### src/rtl/ysyx_24110006_axi_pkg.sv
// Shared AXI types for the ysyx_24110006 crossbar: response codes,
// FSM state encodings, target select and the address decoder.
package ysyx_24110006_axi_pkg;

    localparam logic [1:0] RESP_OKAY   = 2'b00;
    localparam logic [1:0] RESP_DECERR = 2'b11;

    typedef enum logic [1:0] {
        R_IDLE, R_ADDR, R_DATA, R_ERR
    } rstate_e;

    typedef enum logic [2:0] {
        W_IDLE, W_ADDR, W_DATA, W_RESP, W_ERR_DATA, W_ERR_RESP
    } wstate_e;

    typedef enum logic [1:0] {
        TGT_MEM, TGT_CLINT, TGT_ERR
    } tgt_e;

    typedef struct packed {
        logic [31:0] addr;
        logic [3:0]  id;
        logic [7:0]  len;
        logic [2:0]  size;
        logic [1:0]  burst;
    } ax_t;

    // CLINT is checked first so it wins any overlap with the memory window
    function automatic tgt_e decode(
        input logic [31:0] addr,
        input logic [31:0] mem_base,
        input logic [31:0] mem_mask,
        input logic [31:0] clint_base,
        input logic [31:0] clint_mask
    );
        if ((addr & clint_mask) == clint_base) return TGT_CLINT;
        if ((addr & mem_mask) == mem_base) return TGT_MEM;
        return TGT_ERR;
    endfunction

endpackage

### src/rtl/ysyx_24110006_xbar_if.sv
// AXI4 bus bundle (AR/R/AW/W/B) used for the upstream port and
// both downstream slave ports of the crossbar.
interface ysyx_24110006_xbar_if;
    logic [31:0] araddr;
    logic        arvalid;
    logic        arready;
    logic [3:0]  arid;
    logic [7:0]  arlen;
    logic [2:0]  arsize;
    logic [1:0]  arburst;
    logic [31:0] rdata;
    logic        rvalid;
    logic [1:0]  rresp;
    logic [3:0]  rid;
    logic        rlast;
    logic        rready;
    logic [31:0] awaddr;
    logic        awvalid;
    logic        awready;
    logic [3:0]  awid;
    logic [7:0]  awlen;
    logic [2:0]  awsize;
    logic [1:0]  awburst;
    logic [31:0] wdata;
    logic [3:0]  wstrb;
    logic        wvalid;
    logic        wlast;
    logic        wready;
    logic [1:0]  bresp;
    logic        bvalid;
    logic [3:0]  bid;
    logic        bready;

    modport master (
        output araddr, arvalid, arid, arlen, arsize, arburst, rready,
        output awaddr, awvalid, awid, awlen, awsize, awburst,
        output wdata, wstrb, wvalid, wlast, bready,
        input  arready, rdata, rvalid, rresp, rid, rlast,
        input  awready, wready, bresp, bvalid, bid
    );

    modport slave (
        input  araddr, arvalid, arid, arlen, arsize, arburst, rready,
        input  awaddr, awvalid, awid, awlen, awsize, awburst,
        input  wdata, wstrb, wvalid, wlast, bready,
        output arready, rdata, rvalid, rresp, rid, rlast,
        output awready, wready, bresp, bvalid, bid
    );
endinterface

### src/rtl/ysyx_24110006_xbar_decerr.sv
// DECERR responder shared by both paths: counts error read beats
// down from len and generates the error R and B channel values.
module ysyx_24110006_xbar_decerr
    import ysyx_24110006_axi_pkg::*;
(
    input  logic       i_clock,
    input  logic       i_reset,
    input  logic       r_load,
    input  logic [7:0] r_len,
    input  logic       r_act,
    input  logic       r_ready,
    input  logic       b_act,
    output logic       r_valid,
    output logic       r_last,
    output logic [1:0] r_resp,
    output logic       b_valid,
    output logic [1:0] b_resp
);
    logic [7:0] cnt_q, cnt_d;

    always_comb begin
        cnt_d = cnt_q;
        if (r_load) cnt_d = r_len;
        else if (r_act && r_ready && cnt_q != 8'd0) cnt_d = cnt_q - 8'd1;
    end

    always_ff @(posedge i_clock or posedge i_reset) begin
        if (i_reset) cnt_q <= 8'd0;
        else         cnt_q <= cnt_d;
    end

    assign r_valid = r_act;
    assign r_last  = r_act && (cnt_q == 8'd0);
    assign r_resp  = r_act ? RESP_DECERR : RESP_OKAY;
    assign b_valid = b_act;
    assign b_resp  = b_act ? RESP_DECERR : RESP_OKAY;
endmodule

### src/rtl/ysyx_24110006_xbar.sv
// AXI4 1-to-2 crossbar: routes reads/writes to memory bus (s0) or
// CLINT (s1) by address; unmapped addresses get DECERR internally.
module ysyx_24110006_xbar #(
    parameter logic [31:0] MEM_BASE   = 32'h8000_0000,
    parameter logic [31:0] MEM_MASK   = 32'hF000_0000,
    parameter logic [31:0] CLINT_BASE = 32'h0200_0000,
    parameter logic [31:0] CLINT_MASK = 32'hFFFF_0000
) (
    input  logic i_clock,
    input  logic i_reset,
    ysyx_24110006_xbar_if.slave  up,
    ysyx_24110006_xbar_if.master s0,
    ysyx_24110006_xbar_if.master s1
);
    import ysyx_24110006_axi_pkg::*;

    rstate_e rs_q, rs_d;
    wstate_e ws_q, ws_d;
    tgt_e    rt_q, rt_d, wt_q, wt_d;
    tgt_e    r_dec, w_dec;
    ax_t     ar_q, ar_d, aw_q, aw_d;
    logic    r_load;
    logic    e_rvalid, e_rlast, e_bvalid;
    logic [1:0] e_rresp, e_bresp;

    logic        sr_arready, sr_rvalid, sr_rlast;
    logic [31:0] sr_rdata;
    logic [1:0]  sr_rresp;
    logic [3:0]  sr_rid;
    logic        sw_awready, sw_wready, sw_bvalid;
    logic [1:0]  sw_bresp;
    logic [3:0]  sw_bid;

    assign r_dec = decode(up.araddr, MEM_BASE, MEM_MASK, CLINT_BASE, CLINT_MASK);
    assign w_dec = decode(up.awaddr, MEM_BASE, MEM_MASK, CLINT_BASE, CLINT_MASK);

    always_comb begin
        {sr_arready, sr_rvalid, sr_rlast, sr_rdata, sr_rresp, sr_rid} = '0;
        if (rt_q == TGT_MEM)
            {sr_arready, sr_rvalid, sr_rlast, sr_rdata, sr_rresp, sr_rid} =
                {s0.arready, s0.rvalid, s0.rlast, s0.rdata, s0.rresp, s0.rid};
        else if (rt_q == TGT_CLINT)
            {sr_arready, sr_rvalid, sr_rlast, sr_rdata, sr_rresp, sr_rid} =
                {s1.arready, s1.rvalid, s1.rlast, s1.rdata, s1.rresp, s1.rid};
    end

    always_comb begin
        {sw_awready, sw_wready, sw_bvalid, sw_bresp, sw_bid} = '0;
        if (wt_q == TGT_MEM)
            {sw_awready, sw_wready, sw_bvalid, sw_bresp, sw_bid} =
                {s0.awready, s0.wready, s0.bvalid, s0.bresp, s0.bid};
        else if (wt_q == TGT_CLINT)
            {sw_awready, sw_wready, sw_bvalid, sw_bresp, sw_bid} =
                {s1.awready, s1.wready, s1.bvalid, s1.bresp, s1.bid};
    end

    always_comb begin
        rs_d   = rs_q;
        rt_d   = rt_q;
        ar_d   = ar_q;
        r_load = 1'b0;
        unique case (rs_q)
            R_IDLE: if (up.arvalid) begin
                ar_d   = {up.araddr, up.arid, up.arlen, up.arsize, up.arburst};
                rt_d   = r_dec;
                r_load = (r_dec == TGT_ERR);
                rs_d   = r_load ? R_ERR : R_ADDR;
            end
            R_ADDR: if (sr_arready) rs_d = R_DATA;
            R_DATA: if (sr_rvalid && up.rready && sr_rlast) rs_d = R_IDLE;
            R_ERR:  if (up.rready && e_rlast) rs_d = R_IDLE;
            default: rs_d = R_IDLE;
        endcase
    end

    always_comb begin
        ws_d = ws_q;
        wt_d = wt_q;
        aw_d = aw_q;
        unique case (ws_q)
            W_IDLE: if (up.awvalid) begin
                aw_d = {up.awaddr, up.awid, up.awlen, up.awsize, up.awburst};
                wt_d = w_dec;
                ws_d = (w_dec == TGT_ERR) ? W_ERR_DATA : W_ADDR;
            end
            W_ADDR:     if (sw_awready) ws_d = W_DATA;
            W_DATA:     if (up.wvalid && sw_wready && up.wlast) ws_d = W_RESP;
            W_RESP:     if (sw_bvalid && up.bready) ws_d = W_IDLE;
            W_ERR_DATA: if (up.wvalid && up.wlast) ws_d = W_ERR_RESP;
            W_ERR_RESP: if (up.bready) ws_d = W_IDLE;
            default:    ws_d = W_IDLE;
        endcase
    end

    always_ff @(posedge i_clock or posedge i_reset) begin
        if (i_reset) begin
            rs_q <= R_IDLE;
            ws_q <= W_IDLE;
            rt_q <= TGT_MEM;
            wt_q <= TGT_MEM;
            ar_q <= '0;
            aw_q <= '0;
        end else begin
            rs_q <= rs_d;
            ws_q <= ws_d;
            rt_q <= rt_d;
            wt_q <= wt_d;
            ar_q <= ar_d;
            aw_q <= aw_d;
        end
    end

    ysyx_24110006_xbar_decerr u_decerr (
        .i_clock (i_clock),
        .i_reset (i_reset),
        .r_load  (r_load),
        .r_len   (up.arlen),
        .r_act   (rs_q == R_ERR),
        .r_ready (up.rready),
        .b_act   (ws_q == W_ERR_RESP),
        .r_valid (e_rvalid),
        .r_last  (e_rlast),
        .r_resp  (e_rresp),
        .b_valid (e_bvalid),
        .b_resp  (e_bresp)
    );

    logic ra0, ra1, rd0, rd1, wa0, wa1, wd0, wd1, wr0, wr1;
    assign ra0 = (rs_q == R_ADDR) && (rt_q == TGT_MEM);
    assign ra1 = (rs_q == R_ADDR) && (rt_q == TGT_CLINT);
    assign rd0 = (rs_q == R_DATA) && (rt_q == TGT_MEM);
    assign rd1 = (rs_q == R_DATA) && (rt_q == TGT_CLINT);
    assign wa0 = (ws_q == W_ADDR) && (wt_q == TGT_MEM);
    assign wa1 = (ws_q == W_ADDR) && (wt_q == TGT_CLINT);
    assign wd0 = (ws_q == W_DATA) && (wt_q == TGT_MEM);
    assign wd1 = (ws_q == W_DATA) && (wt_q == TGT_CLINT);
    assign wr0 = (ws_q == W_RESP) && (wt_q == TGT_MEM);
    assign wr1 = (ws_q == W_RESP) && (wt_q == TGT_CLINT);

    // unselected slaves see all-zero request signals
    assign s0.arvalid = ra0;
    assign {s0.araddr, s0.arid, s0.arlen, s0.arsize, s0.arburst} = ra0 ? ar_q : '0;
    assign s0.rready  = rd0 & up.rready;
    assign s0.awvalid = wa0;
    assign {s0.awaddr, s0.awid, s0.awlen, s0.awsize, s0.awburst} = wa0 ? aw_q : '0;
    assign s0.wvalid  = wd0 & up.wvalid;
    assign {s0.wdata, s0.wstrb, s0.wlast} = wd0 ? {up.wdata, up.wstrb, up.wlast} : '0;
    assign s0.bready  = wr0 & up.bready;

    assign s1.arvalid = ra1;
    assign {s1.araddr, s1.arid, s1.arlen, s1.arsize, s1.arburst} = ra1 ? ar_q : '0;
    assign s1.rready  = rd1 & up.rready;
    assign s1.awvalid = wa1;
    assign {s1.awaddr, s1.awid, s1.awlen, s1.awsize, s1.awburst} = wa1 ? aw_q : '0;
    assign s1.wvalid  = wd1 & up.wvalid;
    assign {s1.wdata, s1.wstrb, s1.wlast} = wd1 ? {up.wdata, up.wstrb, up.wlast} : '0;
    assign s1.bready  = wr1 & up.bready;

    assign up.arready = (rs_q == R_IDLE);
    assign up.awready = (ws_q == W_IDLE);
    assign up.wready  = ((ws_q == W_DATA) & sw_wready) | (ws_q == W_ERR_DATA);

    always_comb begin
        {up.rvalid, up.rdata, up.rresp, up.rid, up.rlast} = '0;
        unique case (rs_q)
            R_DATA:
                {up.rvalid, up.rdata, up.rresp, up.rid, up.rlast} =
                    {sr_rvalid, sr_rdata, sr_rresp, sr_rid, sr_rlast};
            R_ERR:
                {up.rvalid, up.rdata, up.rresp, up.rid, up.rlast} =
                    {e_rvalid, 32'd0, e_rresp, ar_q.id, e_rlast};
            default: ;
        endcase
    end

    always_comb begin
        {up.bvalid, up.bresp, up.bid} = '0;
        unique case (ws_q)
            W_RESP:     {up.bvalid, up.bresp, up.bid} = {sw_bvalid, sw_bresp, sw_bid};
            W_ERR_RESP: {up.bvalid, up.bresp, up.bid} = {e_bvalid, e_bresp, aw_q.id};
            default: ;
        endcase
    end
endmodule

### src/flat_wrapper.sv
// flat-port wrapper written by rule: the top's interface ports become plain ports
module ysyx_24110006_xbar_flat import ysyx_24110006_axi_pkg::*;
#(
    parameter logic [31:0] MEM_BASE   = 32'h8000_0000,
    parameter logic [31:0] MEM_MASK   = 32'hF000_0000,
    parameter logic [31:0] CLINT_BASE = 32'h0200_0000,
    parameter logic [31:0] CLINT_MASK = 32'hFFFF_0000
)
  (i_clock, i_reset, up_araddr, up_arvalid, up_arid, up_arlen, up_arsize, up_arburst, up_rready, up_awaddr, up_awvalid, up_awid, up_awlen, up_awsize, up_awburst, up_wdata, up_wstrb, up_wvalid, up_wlast, up_bready, up_arready, up_rdata, up_rvalid, up_rresp, up_rid, up_rlast, up_awready, up_wready, up_bresp, up_bvalid, up_bid, s0_araddr, s0_arvalid, s0_arid, s0_arlen, s0_arsize, s0_arburst, s0_rready, s0_awaddr, s0_awvalid, s0_awid, s0_awlen, s0_awsize, s0_awburst, s0_wdata, s0_wstrb, s0_wvalid, s0_wlast, s0_bready, s0_arready, s0_rdata, s0_rvalid, s0_rresp, s0_rid, s0_rlast, s0_awready, s0_wready, s0_bresp, s0_bvalid, s0_bid, s1_araddr, s1_arvalid, s1_arid, s1_arlen, s1_arsize, s1_arburst, s1_rready, s1_awaddr, s1_awvalid, s1_awid, s1_awlen, s1_awsize, s1_awburst, s1_wdata, s1_wstrb, s1_wvalid, s1_wlast, s1_bready, s1_arready, s1_rdata, s1_rvalid, s1_rresp, s1_rid, s1_rlast, s1_awready, s1_wready, s1_bresp, s1_bvalid, s1_bid);
  ysyx_24110006_xbar_if up_i ();
  ysyx_24110006_xbar_if s0_i ();
  ysyx_24110006_xbar_if s1_i ();
  input  logic i_clock;
  input  logic i_reset;
  input wire logic [$bits(up_i.araddr)-1:0] up_araddr;
  input wire logic [$bits(up_i.arvalid)-1:0] up_arvalid;
  input wire logic [$bits(up_i.arid)-1:0] up_arid;
  input wire logic [$bits(up_i.arlen)-1:0] up_arlen;
  input wire logic [$bits(up_i.arsize)-1:0] up_arsize;
  input wire logic [$bits(up_i.arburst)-1:0] up_arburst;
  input wire logic [$bits(up_i.rready)-1:0] up_rready;
  input wire logic [$bits(up_i.awaddr)-1:0] up_awaddr;
  input wire logic [$bits(up_i.awvalid)-1:0] up_awvalid;
  input wire logic [$bits(up_i.awid)-1:0] up_awid;
  input wire logic [$bits(up_i.awlen)-1:0] up_awlen;
  input wire logic [$bits(up_i.awsize)-1:0] up_awsize;
  input wire logic [$bits(up_i.awburst)-1:0] up_awburst;
  input wire logic [$bits(up_i.wdata)-1:0] up_wdata;
  input wire logic [$bits(up_i.wstrb)-1:0] up_wstrb;
  input wire logic [$bits(up_i.wvalid)-1:0] up_wvalid;
  input wire logic [$bits(up_i.wlast)-1:0] up_wlast;
  input wire logic [$bits(up_i.bready)-1:0] up_bready;
  output wire logic [$bits(up_i.arready)-1:0] up_arready;
  output wire logic [$bits(up_i.rdata)-1:0] up_rdata;
  output wire logic [$bits(up_i.rvalid)-1:0] up_rvalid;
  output wire logic [$bits(up_i.rresp)-1:0] up_rresp;
  output wire logic [$bits(up_i.rid)-1:0] up_rid;
  output wire logic [$bits(up_i.rlast)-1:0] up_rlast;
  output wire logic [$bits(up_i.awready)-1:0] up_awready;
  output wire logic [$bits(up_i.wready)-1:0] up_wready;
  output wire logic [$bits(up_i.bresp)-1:0] up_bresp;
  output wire logic [$bits(up_i.bvalid)-1:0] up_bvalid;
  output wire logic [$bits(up_i.bid)-1:0] up_bid;
  output wire logic [$bits(s0_i.araddr)-1:0] s0_araddr;
  output wire logic [$bits(s0_i.arvalid)-1:0] s0_arvalid;
  output wire logic [$bits(s0_i.arid)-1:0] s0_arid;
  output wire logic [$bits(s0_i.arlen)-1:0] s0_arlen;
  output wire logic [$bits(s0_i.arsize)-1:0] s0_arsize;
  output wire logic [$bits(s0_i.arburst)-1:0] s0_arburst;
  output wire logic [$bits(s0_i.rready)-1:0] s0_rready;
  output wire logic [$bits(s0_i.awaddr)-1:0] s0_awaddr;
  output wire logic [$bits(s0_i.awvalid)-1:0] s0_awvalid;
  output wire logic [$bits(s0_i.awid)-1:0] s0_awid;
  output wire logic [$bits(s0_i.awlen)-1:0] s0_awlen;
  output wire logic [$bits(s0_i.awsize)-1:0] s0_awsize;
  output wire logic [$bits(s0_i.awburst)-1:0] s0_awburst;
  output wire logic [$bits(s0_i.wdata)-1:0] s0_wdata;
  output wire logic [$bits(s0_i.wstrb)-1:0] s0_wstrb;
  output wire logic [$bits(s0_i.wvalid)-1:0] s0_wvalid;
  output wire logic [$bits(s0_i.wlast)-1:0] s0_wlast;
  output wire logic [$bits(s0_i.bready)-1:0] s0_bready;
  input wire logic [$bits(s0_i.arready)-1:0] s0_arready;
  input wire logic [$bits(s0_i.rdata)-1:0] s0_rdata;
  input wire logic [$bits(s0_i.rvalid)-1:0] s0_rvalid;
  input wire logic [$bits(s0_i.rresp)-1:0] s0_rresp;
  input wire logic [$bits(s0_i.rid)-1:0] s0_rid;
  input wire logic [$bits(s0_i.rlast)-1:0] s0_rlast;
  input wire logic [$bits(s0_i.awready)-1:0] s0_awready;
  input wire logic [$bits(s0_i.wready)-1:0] s0_wready;
  input wire logic [$bits(s0_i.bresp)-1:0] s0_bresp;
  input wire logic [$bits(s0_i.bvalid)-1:0] s0_bvalid;
  input wire logic [$bits(s0_i.bid)-1:0] s0_bid;
  output wire logic [$bits(s1_i.araddr)-1:0] s1_araddr;
  output wire logic [$bits(s1_i.arvalid)-1:0] s1_arvalid;
  output wire logic [$bits(s1_i.arid)-1:0] s1_arid;
  output wire logic [$bits(s1_i.arlen)-1:0] s1_arlen;
  output wire logic [$bits(s1_i.arsize)-1:0] s1_arsize;
  output wire logic [$bits(s1_i.arburst)-1:0] s1_arburst;
  output wire logic [$bits(s1_i.rready)-1:0] s1_rready;
  output wire logic [$bits(s1_i.awaddr)-1:0] s1_awaddr;
  output wire logic [$bits(s1_i.awvalid)-1:0] s1_awvalid;
  output wire logic [$bits(s1_i.awid)-1:0] s1_awid;
  output wire logic [$bits(s1_i.awlen)-1:0] s1_awlen;
  output wire logic [$bits(s1_i.awsize)-1:0] s1_awsize;
  output wire logic [$bits(s1_i.awburst)-1:0] s1_awburst;
  output wire logic [$bits(s1_i.wdata)-1:0] s1_wdata;
  output wire logic [$bits(s1_i.wstrb)-1:0] s1_wstrb;
  output wire logic [$bits(s1_i.wvalid)-1:0] s1_wvalid;
  output wire logic [$bits(s1_i.wlast)-1:0] s1_wlast;
  output wire logic [$bits(s1_i.bready)-1:0] s1_bready;
  input wire logic [$bits(s1_i.arready)-1:0] s1_arready;
  input wire logic [$bits(s1_i.rdata)-1:0] s1_rdata;
  input wire logic [$bits(s1_i.rvalid)-1:0] s1_rvalid;
  input wire logic [$bits(s1_i.rresp)-1:0] s1_rresp;
  input wire logic [$bits(s1_i.rid)-1:0] s1_rid;
  input wire logic [$bits(s1_i.rlast)-1:0] s1_rlast;
  input wire logic [$bits(s1_i.awready)-1:0] s1_awready;
  input wire logic [$bits(s1_i.wready)-1:0] s1_wready;
  input wire logic [$bits(s1_i.bresp)-1:0] s1_bresp;
  input wire logic [$bits(s1_i.bvalid)-1:0] s1_bvalid;
  input wire logic [$bits(s1_i.bid)-1:0] s1_bid;
  assign up_i.araddr = up_araddr;
  assign up_i.arvalid = up_arvalid;
  assign up_i.arid = up_arid;
  assign up_i.arlen = up_arlen;
  assign up_i.arsize = up_arsize;
  assign up_i.arburst = up_arburst;
  assign up_i.rready = up_rready;
  assign up_i.awaddr = up_awaddr;
  assign up_i.awvalid = up_awvalid;
  assign up_i.awid = up_awid;
  assign up_i.awlen = up_awlen;
  assign up_i.awsize = up_awsize;
  assign up_i.awburst = up_awburst;
  assign up_i.wdata = up_wdata;
  assign up_i.wstrb = up_wstrb;
  assign up_i.wvalid = up_wvalid;
  assign up_i.wlast = up_wlast;
  assign up_i.bready = up_bready;
  assign up_arready = up_i.arready;
  assign up_rdata = up_i.rdata;
  assign up_rvalid = up_i.rvalid;
  assign up_rresp = up_i.rresp;
  assign up_rid = up_i.rid;
  assign up_rlast = up_i.rlast;
  assign up_awready = up_i.awready;
  assign up_wready = up_i.wready;
  assign up_bresp = up_i.bresp;
  assign up_bvalid = up_i.bvalid;
  assign up_bid = up_i.bid;
  assign s0_araddr = s0_i.araddr;
  assign s0_arvalid = s0_i.arvalid;
  assign s0_arid = s0_i.arid;
  assign s0_arlen = s0_i.arlen;
  assign s0_arsize = s0_i.arsize;
  assign s0_arburst = s0_i.arburst;
  assign s0_rready = s0_i.rready;
  assign s0_awaddr = s0_i.awaddr;
  assign s0_awvalid = s0_i.awvalid;
  assign s0_awid = s0_i.awid;
  assign s0_awlen = s0_i.awlen;
  assign s0_awsize = s0_i.awsize;
  assign s0_awburst = s0_i.awburst;
  assign s0_wdata = s0_i.wdata;
  assign s0_wstrb = s0_i.wstrb;
  assign s0_wvalid = s0_i.wvalid;
  assign s0_wlast = s0_i.wlast;
  assign s0_bready = s0_i.bready;
  assign s0_i.arready = s0_arready;
  assign s0_i.rdata = s0_rdata;
  assign s0_i.rvalid = s0_rvalid;
  assign s0_i.rresp = s0_rresp;
  assign s0_i.rid = s0_rid;
  assign s0_i.rlast = s0_rlast;
  assign s0_i.awready = s0_awready;
  assign s0_i.wready = s0_wready;
  assign s0_i.bresp = s0_bresp;
  assign s0_i.bvalid = s0_bvalid;
  assign s0_i.bid = s0_bid;
  assign s1_araddr = s1_i.araddr;
  assign s1_arvalid = s1_i.arvalid;
  assign s1_arid = s1_i.arid;
  assign s1_arlen = s1_i.arlen;
  assign s1_arsize = s1_i.arsize;
  assign s1_arburst = s1_i.arburst;
  assign s1_rready = s1_i.rready;
  assign s1_awaddr = s1_i.awaddr;
  assign s1_awvalid = s1_i.awvalid;
  assign s1_awid = s1_i.awid;
  assign s1_awlen = s1_i.awlen;
  assign s1_awsize = s1_i.awsize;
  assign s1_awburst = s1_i.awburst;
  assign s1_wdata = s1_i.wdata;
  assign s1_wstrb = s1_i.wstrb;
  assign s1_wvalid = s1_i.wvalid;
  assign s1_wlast = s1_i.wlast;
  assign s1_bready = s1_i.bready;
  assign s1_i.arready = s1_arready;
  assign s1_i.rdata = s1_rdata;
  assign s1_i.rvalid = s1_rvalid;
  assign s1_i.rresp = s1_rresp;
  assign s1_i.rid = s1_rid;
  assign s1_i.rlast = s1_rlast;
  assign s1_i.awready = s1_awready;
  assign s1_i.wready = s1_wready;
  assign s1_i.bresp = s1_bresp;
  assign s1_i.bvalid = s1_bvalid;
  assign s1_i.bid = s1_bid;
  ysyx_24110006_xbar #(.MEM_BASE(MEM_BASE), .MEM_MASK(MEM_MASK), .CLINT_BASE(CLINT_BASE), .CLINT_MASK(CLINT_MASK)) u_core (.i_clock(i_clock), .i_reset(i_reset), .up(up_i), .s0(s0_i), .s1(s1_i));
endmodule
### config.mk
export PLATFORM = sky130hd
export DESIGN_NAME = ysyx_24110006_xbar_flat
export DESIGN_NICKNAME = d
export VERILOG_FILES = /design/src/rtl/ysyx_24110006_axi_pkg.sv /design/src/rtl/ysyx_24110006_xbar_if.sv /design/src/rtl/ysyx_24110006_xbar_decerr.sv /design/src/rtl/ysyx_24110006_xbar.sv /design/src/flat_wrapper.sv
export SDC_FILE = /design/constraint.sdc
export NUM_CORES = 1
export LEC_CHECK = 0
export ABC_CLOCK_PERIOD_IN_PS = 3800
export BUFFER_PORTS_ARGS = -buffer_cell sky130_fd_sc_hd__buf_2
export CORE_AREA = 2 2 225 227
export CTS_CLUSTER_SIZE = 40
export DETAILED_ROUTE_END_ITERATION = 8
export DIE_AREA = 0 0 227 229
export GPL_TIMING_DRIVEN = 0
export PLACE_DENSITY_LB_ADDON = 0.25
export SYNTH_ARGS = -nofsm -noshare
export SYNTH_HDL_FRONTEND = slang
export SYNTH_SLANG_ARGS = --single-unit
### constraint.sdc
create_clock -name i_clock -period 3.8 [get_ports i_clock]
set_clock_uncertainty 0.05 [all_clocks]
set_input_delay 0.38 -clock i_clock [delete_from_list [all_inputs] [get_ports i_clock]]
set_output_delay 0.38 -clock i_clock [all_outputs]
set_load 0.01 [all_outputs]
# Word-level counts from Yosys, hierarchy flattened
# Cells that the tools add are included.
[totals]
word_cells = 149
output_inout_bits = 330
regBits = 115
inputBits = 242
[classes]
eq_ne = 26
reduce_logical = 31
muxes = 68
addsub = 1
n_bitwise = 8
[ops]
columns = ["cell", "n"]
rows = [
  ["$mux W49", 4],
  ["$mux W32", 3],
  ["$mux W37", 2],
  ["$mux W2", 17],
  ["$eq A16 B10 Y1 const B", 2],
  ["$mux W3", 7],
  ["$logic_and A1 B1 Y1", 20],
  ["$mux W1", 20],
  ["$pmux W3 S6", 1],
  ["$mux W4", 4],
  ["$mux W8", 2],
  ["$pmux W4 S2", 2],
  ["$ne A2 B1 Y1 const B", 7],
  ["$eq A2 B2 Y1 const B", 4],
  ["$eq A4 B4 Y1 const B", 2],
  ["$logic_not A8 Y1", 1],
  ["$pmux W2 S2", 2],
  ["$pmux W2 S4", 1],
  ["$reduce_bool A8 Y1", 1],
  ["$sub A8 B1 Y8 const B", 1],
  ["$and A1 B1 Y1", 7],
  ["$eq A2 B1 Y1 const B", 3],
  ["$eq A3 B2 Y1 const B", 2],
  ["$eq A3 B3 Y1 const B", 2],
  ["other kinds (10)", 17],
]

# Depth between registers and ports, before layout
# Gate-level depths: netlist of run 1.
[logic_depth]
depth_word = 9
ltp_mapped = 7
ltp_nobuf = 6

# Hierarchy
# A second synthesis of run 1 with hierarchy kept.
[unflattened]
hier_cells = 911
area_unflattened_um2 = 7733.7
[by_module_without_submodules]
columns = ["mod", "area_each_um2", "cells_per_inst", "n_inst", "seq_area_each_um2"]
rows = [
  ["ysyx_24110006_xbar", 7095.6, 839, 1, 2677.6],
  ["ysyx_24110006_xbar_decerr", 638.1, 72, 1, 200.2],
]

# Worst setup path before layout of run 1
# Ideal clock, no wire load.
[synth_path]
path_type = "reg-to-output"
startpoint = "register u_core.rs_q[0]"
endpoint = "output port up_rdata[21]"
arrival_ps = 1515
path_stages_with_launch = 6
setup_slack_ps = 1855
required_time_ps = 3370
n_path_buf = 3
path_cell_list = "dfrtp_1 buf_2 or3_1 clkbuf_1 clkbuf_1 nor2_1"
[synth_via]
elab_chain_cells = 2
[synth_rtl]
columns = ["element", "line", "text"]
rows = [
  ["from (decl)", "ysyx_24110006_xbar.sv:17", "rstate_e rs_q, rs_d;"],
  ["from (signal assigned)", "ysyx_24110006_xbar.sv:104", "rs_q <= rs_d;"],
  ["$eq A2 B2 Y1", "ysyx_24110006_xbar.sv:165", "unique case (rs_q)"],
  ["$mux W32", "ysyx_24110006_xbar.sv:165", ""],
  ["to (decl)", "flat_wrapper.sv:34", "output wire logic [$bits(up_i.rdata)-1:0] up_rdata;"],
]
# Every way passes these cells.

# Final worst setup path of run 1
[layout_path]
startpoint = "register u_core.rs_q[1]"
endpoint = "output port s0_araddr[9]"
[layout_via]
elab_chain_cells = 3
[layout_rtl]
columns = ["element", "line", "text"]
rows = [
  ["$eq A2 B1 Y1", "ysyx_24110006_xbar.sv:129", "assign ra0 = (rs_q == R_ADDR) && (rt_q == TGT_MEM);"],
  ["$logic_and A1 B1 Y1", "ysyx_24110006_xbar.sv:129", ""],
  ["$mux W49", "ysyx_24110006_xbar.sv:142", "assign {s0.araddr, s0.arid, s0.arlen, s0.arsize, s0.arburst} = ra0 ? ar_q : '0;"],
  ["to (decl)", "flat_wrapper.sv:44", "output wire logic [$bits(s0_i.araddr)-1:0] s0_araddr;"],
]
# Every way passes these cells.

==> impl_metrics.ini, run 1 <==
[synth]
syn_area_per_cell_um2 = 8.680
synth-edff-count = 0
synthCells = 880
synth_most_common_cell = and2_1
synthTopCellsByArea = dfrtp_1, and2_1, nand2_1, mux2_1, mux2i_1
syn_nets = 1123
synth_seq_cells = 115
syn_area_um2 = 7639
synth-main-ff-cell = dfrtp_1
yosysWarnings = 0
yosysTopAreaCell = dfrtp_1
seq_area_frac_synth = 0.3767
yosysTopAreaCellShare = 0.3767
synth_async_sr_flop_share = 1.000
ys_types = 60
yosys-top-cells-count = and2_1, nand2_1, dfrtp_1, mux2_1, nor2_1

[grt]
antenna_found_initial = 21
use_met3 = 0.04195
grtUsageMet1 = 0.1561
overflow = 0
grt.busiest_layer = met2
grt_pass1_vias = 8385
grtUsageTotal = 0.1466
grt_max_degree = 68
grt_use_met2 = 0.2529
grt_pass1_wl_um = 54430

[cts]
clock_latency_ns = 0.47
numCtsBuffers = 17
cts_max_path_buffers = 2
cts_num_sinks = 115
clkTransAtPathRegs_ns = 0.06
cts_resized = 0
cts_root_buf = clkbuf_16
cts_tree = yes
cts.htree.levels = 4

[place]
dpl.hpwl_um = 33370
dp.cells = 2124
io_buffers = 571
place_area_um2 = 11370
gp_congestion = 0.8809

[worst_setup_path]
cp_cell_sequence = buf_2 > nor4b_2 > clkbuf_1 > and2_1 > buf_2
crit_buf_inv = 3
crit_fanout = 10
cpLargestDelayFamily = simple AND/OR/NAND/NOR gates
critical_path_class = register to primary output
end_kind = primary output
worst_ep_required_time_ns = 3.37
cp_common_cell = buf_2
crit_path_start_kind = register
cp_slowest_cell = nor4b_2
arrival_ns = 2.68
max_stage_delay_ns = 0.69

[finish]
utilization = 0.2420
drive_gt1_frac = 0.4465
nets = 1717
syn_to_final_growth_pct = 57.35
fin_cells = 2170
design_area_um2 = 12020

[route]
num_vias = 8622
routedWlPerCell_um = 17.98
firstDrtPassIters = 5
routed_wl_um = 39030
ant_nets = 0
dr.first_iter.drc_count = 365
vias_per_cell = 3.973
remaining_drc_errors = 0

[die]
die_x_um = 227
fp.dieH_um = 229
die_area_um2 = 51980
start_util = 0.1538
coreArea_um2 = 49660
rows = 82
ios = 572

[timing]
finalSetupTns_ns = 0
final-max-slew-violation-count = 0
clock.fmax_mhz = 321.6
relSlewSlack = 0.4167
hold_violations = 0
setup_viol = 0
period_share = 0.8183
rsz0062_at_grt = no
tightest_slew_ns = 0.8749
finalCriticalPeriod_ns = 3.110

[pwr]
pwr_density_cell_nw_per_um2 = 495.6
p_total_mw = 5.957
p_leak_nw = 6.636
peakVddDrop_mv = 0.2080

[min_path]
min_path_type = input pin to register

[job]
drv_cap = 0

[status]
status = complete, no violations
[power breakdown]
group	total [mW]	switching, mW	internal [mW]
Clock	1.66	0.677	0.985
Combinational	2.01	1.15	0.860
Sequential	2.28	0.484	1.80
Total	5.96	2.31	3.64
[metrics by stage]
step / setup slack (ns) / hold WS, ns
3_5_place_dp: 1.133 / 0.4069
3_3_place_gp: -1.569 / 0.4190
5_1_grt: 0.5294 / 0.02138
2_1_floorplan: 0.3259 / 0.4011
4_1_cts: 0.5916 / 0.0009030
6_report: 0.6905 / 0.05185
[cells in the final DEF, fill, tap and decap left out, types with 4 or more instances in the layout]
cell type   netlist  final
a21oi_1           9      9
and2_1          275    275
buf_2            29    600
buf_4             5      5
clkbuf_1         24     24
clkbuf_16         0     17
clkinvlp_4        0      4
dfrtp_1         115    115
diode_2           0     11
inv_1            11     10
inv_6             0      5
mux2_1           50     50
mux2_2            6      6
mux2i_1          43     43
nand2_1         154    154
nand3_1          10     10
nor2_1           44     44
nor2b_1           4      4
nor3_1            8      8
o21ai_1          19     19
o31ai_1           4      4
or3_1             4      4
[flip-flops by register name, summed over array words and instances (netlist names)]
name                   cells
u_core.ar_q               49
u_core.aw_q               49
u_core.u_decerr.cnt_q      8
u_core.ws_q                3
u_core.rs_q                2
u_core.rt_q                2
u_core.wt_q                2
[logic make-up (layout without fill, tap and decap cells)]
kind of cell | after synthesis | count (layout) | synth area share
adders and majority gates | 1 | 1 | 0.001638
AOI/OAI and AO/OA | 61 | 61 | 0.05635
buffers and inverters | 77 | 684 | 0.04603
other | 0 | 11 | 0
DFF | 115 | 115 | 0.3767
muxes | 99 | 99 | 0.1389
and+or+nand+nor | 527 | 527 | 0.3803
[worst reg2reg max path: cells and delay by family (launching register included)]
family	cells	cell delay, ns
AO/OA/AOI/OAI	3	0.75
adder cells (fa/ha/maj)	1	0.21
buffers and inverters	1	0.12
flip-flops	1	0.39
AND/OR/NAND/NOR	1	0.36
[repair_timing]
| action | in CTS | in global routing |
|---|---|---|
| hold buffers | 3 | 0 |
| setup buffers | 0 | 0 |
| hold endpoints to repair | 50 | 0 |
[area by class of cell]
cell class | instances | area, um^2
sequential | 115 | 2878
clock inverter | 14 | 152.6
inverter | 15 | 61.31
fill | 5634 | 37640
multi-input combinational | 688 | 4409
timing repair buffer | 575 | 2915
clock buffer | 18 | 439.2
tap | 672 | 840.8
buffer | 62 | 295.3
antenna | 11 | 27.53
[worst paths after layout]
path,slack (ns),cells past startpoint,endpoint,from
worst max-delay path,0.69,5,s0_araddr[9],u_core.rs_q[1]$_DFFE_PP0P_
worst min-delay path,0.05,3,u_core.ar_q[32]$_DFFE_PP0P_,up_araddr[15]
worst max register to register,1.79,6,u_core.u_decerr.cnt_q[2]$_DFFE_PP0P_,u_core.u_decerr.cnt_q[0]$_DFFE_PP0P_
worst min register to register,0.44,2,u_core.ar_q[22]$_DFFE_PP0P_,u_core.ar_q[22]$_DFFE_PP0P_
max in group asynchronous,2.50,4,u_core.ar_q[29]$_DFFE_PP0P_,i_reset
min in group asynchronous,0.45,3,u_core.aw_q[12]$_DFFE_PP0P_,i_reset
[metal layers]
layer | share of wire | vias up
met3 | 0.073 | 73
met1 | 0.38 | 4078
met4 | 0.055 | 4
met2 | 0.49 | 394
li1 | - | 4073
met5 | 0.00061 | -
Power figures use the tool's default switching activity.
==> run 2: changes to the inputs <==
ABC_CLOCK_PERIOD_IN_PS = 2600   (was 3800)
clock period = 2.6 ns   (was 3.8 ns; I/O delays follow)
==> run 2 against run 1 <==
  * Register-to-register slack lost 1.2 ns
  * Routed wire length rose by 3.8%
  * Final cell count up 4.5%
  * Clock power rose by 37%
  * Die area is the same
  * Global-route usage up 0.52 points
  * Highest routed layer is now met4
  * First-iteration DRC count is 9.6% lower
  * Sequential share of layout area decreased by 1.9 points
  * Power up 47%
==> impl_metrics.ini, run 2 (same netlist as run 1, synthesis figures left out) <==
[finish]
design_area_um2 = 13050
regArea_um2 = 2878
syn_to_final_growth_pct = 70.88
final_common_cell = buf_2
fin_cells = 2267
nFillCells = 5563
final_cell_mix = buf_2, and2_1, nand2_1
largest_registers = u_core.ar_q x49, u_core.aw_q x49, u_core.u_decerr.cnt_q x8
drive_gt1_frac = 0.4349
multi_input_area_um2 = 4457
nets = 1812

[pwr]
p_total_mw = 8.737
p_leak_nw = 7.078
peakVddDrop_mv = 0.3626
pwr_density_cell_nw_per_um2 = 669.4

[job]
drv_cap = 0

[timing]
finalCriticalPeriod_ns = 2.466
final-max-slew-violation-count = 0
rsz0062_at_grt = yes
clock.fmax_mhz = 405.5
relSlewSlack = 0.4583
period_share = 0.9485
setup_viol = 0
finalSetupTns_ns = 0
tightest_slew_ns = 0.8126
fin_ws_ns = 0.1340
hold_violations = 0

[cts]
cts_num_sinks = 115
clkTransAtPathRegs_ns = 0.06
cts_max_path_buffers = 2
cts_tree = yes
clock_latency_ns = 0.44
cts.htree.levels = 4
cts_root_buf = clkbuf_16
numCtsBuffers = 17

[route]
firstDrtPassIters = 4
ant_nets = 0
dr.first_iter.drc_count = 330
routed_wl_um = 40490
remaining_drc_errors = 0
vias_per_cell = 3.937
num_vias = 8925
routedWlPerCell_um = 17.86

[die]
die_x_um = 227
start_util = 0.1538
die_area_um2 = 51980
rows = 82
fp.dieH_um = 229
coreArea_um2 = 49660
ios = 572

[place]
place_area_um2 = 11400
dp.cells = 2126
gp_congestion = 0.9188
place_ws_ns = -0.3781
dpl.hpwl_um = 33990
io_buffers = 571

[min_path]
hold_start = up_awsize[2]
hold_depth = 2
min_path_type = input pin to register

[worst_setup_path]
reg2reg_from = u_core.u_decerr.cnt_q[0]$_DFFE_PP0P_
r2r_cells = 6
worst_ep_required_time_ns = 2.29
end_kind = primary output
crit_path_start_kind = register
critical_path_class = register to primary output
crit_fanout = 10
arrival_ns = 2.16
startpoint = u_core.rs_q[1]$_DFFE_PP0P_

[status]
status = complete, no violations

[grt]
overflow = 0
grtUsageTotal = 0.1518
grt_pass1_wl_um = 57330
grt_max_degree = 36
grt_pass1_vias = 8902
antenna_found_initial = 17
run 2: cell count changes in the layout (fill, tap and decap cells not counted), sizes merged, moves of 2 or more:
cell	before	now
buf	610	614
inv	18	15
clkbuf	42	40
dlygate4sd3	3	95
clkinv	5	10
diode	11	13
run 2: timing repair:
item / CTS / global route
hold buffers: 95 / 0
buffers inserted: 2 / 0
gates resized for setup: 19 / 28
setup endpoints to repair: 208 / 195
endpoints found under the hold margin: 113 / 0
pin swaps: 1 / 0
run 2: area by class of cell:
cell class,instances,share of cell area
flip-flops and latches,115,0.2205
clock buffers,17,0.03259
inverters,15,0.004601
diodes,13,0.002492
plain buffers,61,0.02617
well taps,672,0.06442
clock inverters,15,0.01026
multi-input cells,688,0.3414
repair buffers,671,0.2975
run 2: routing by layer:
metal | global-route usage | routed length (um) | part of all wire | up-vias
met5 | 0 | 0 | 0 | -
met4 | 0.07006 | 1744 | 0.043 | 0
met3 | 0.02733 | 2113 | 0.052 | 54
met2 | 0.2807 | 20770 | 0.51 | 372
met1 | 0.1662 | 15870 | 0.39 | 4229
li1 | - | - | - | 4270
run 2: where the power goes:
group	leakage, nW	switching, mW	total (mW)	internal (mW)
logic	5.40	1.72	3.10	1.39
clock network	0.269	0.964	2.28	1.31
registers	1.41	0.731	3.36	2.63
total	7.08	3.41	8.74	5.33
run 2: critical path: stages (launching register included):
cell,delay (ns)
dfrtp_1,0.41
buf_2,0.22
nor4b_4,0.31
buf_4,0.22
buf_4,0.23
and2_1,0.18
buf_2,0.14
run 2: metrics by stage:
step	utilization	hold WS [ns]
global route	0.2624	0.01716
finish	0.2629	0.02362
global placement	0.2284	0.4071
floorplan	-	0.3068
CTS	0.2612	0.001423
detailed placement	0.2296	0.2649
run 2: path summary, 6_finish.rpt:
path	slack, ns	end
setup / recovery	0.13	s0_araddr[2]
hold / removal	0.02	u_core.aw_q[4]$_DFFE_PP0P_
setup reg to reg	0.58	u_core.u_decerr.cnt_q[2]$_DFFE_PP0P_
hold reg to reg	0.44	u_core.ar_q[25]$_DFFE_PP0P_
max in group asynchronous	1.33	u_core.aw_q[48]$_DFFE_PP0P_
min in group asynchronous	0.35	u_core.ar_q[22]$_DFFE_PP0P_
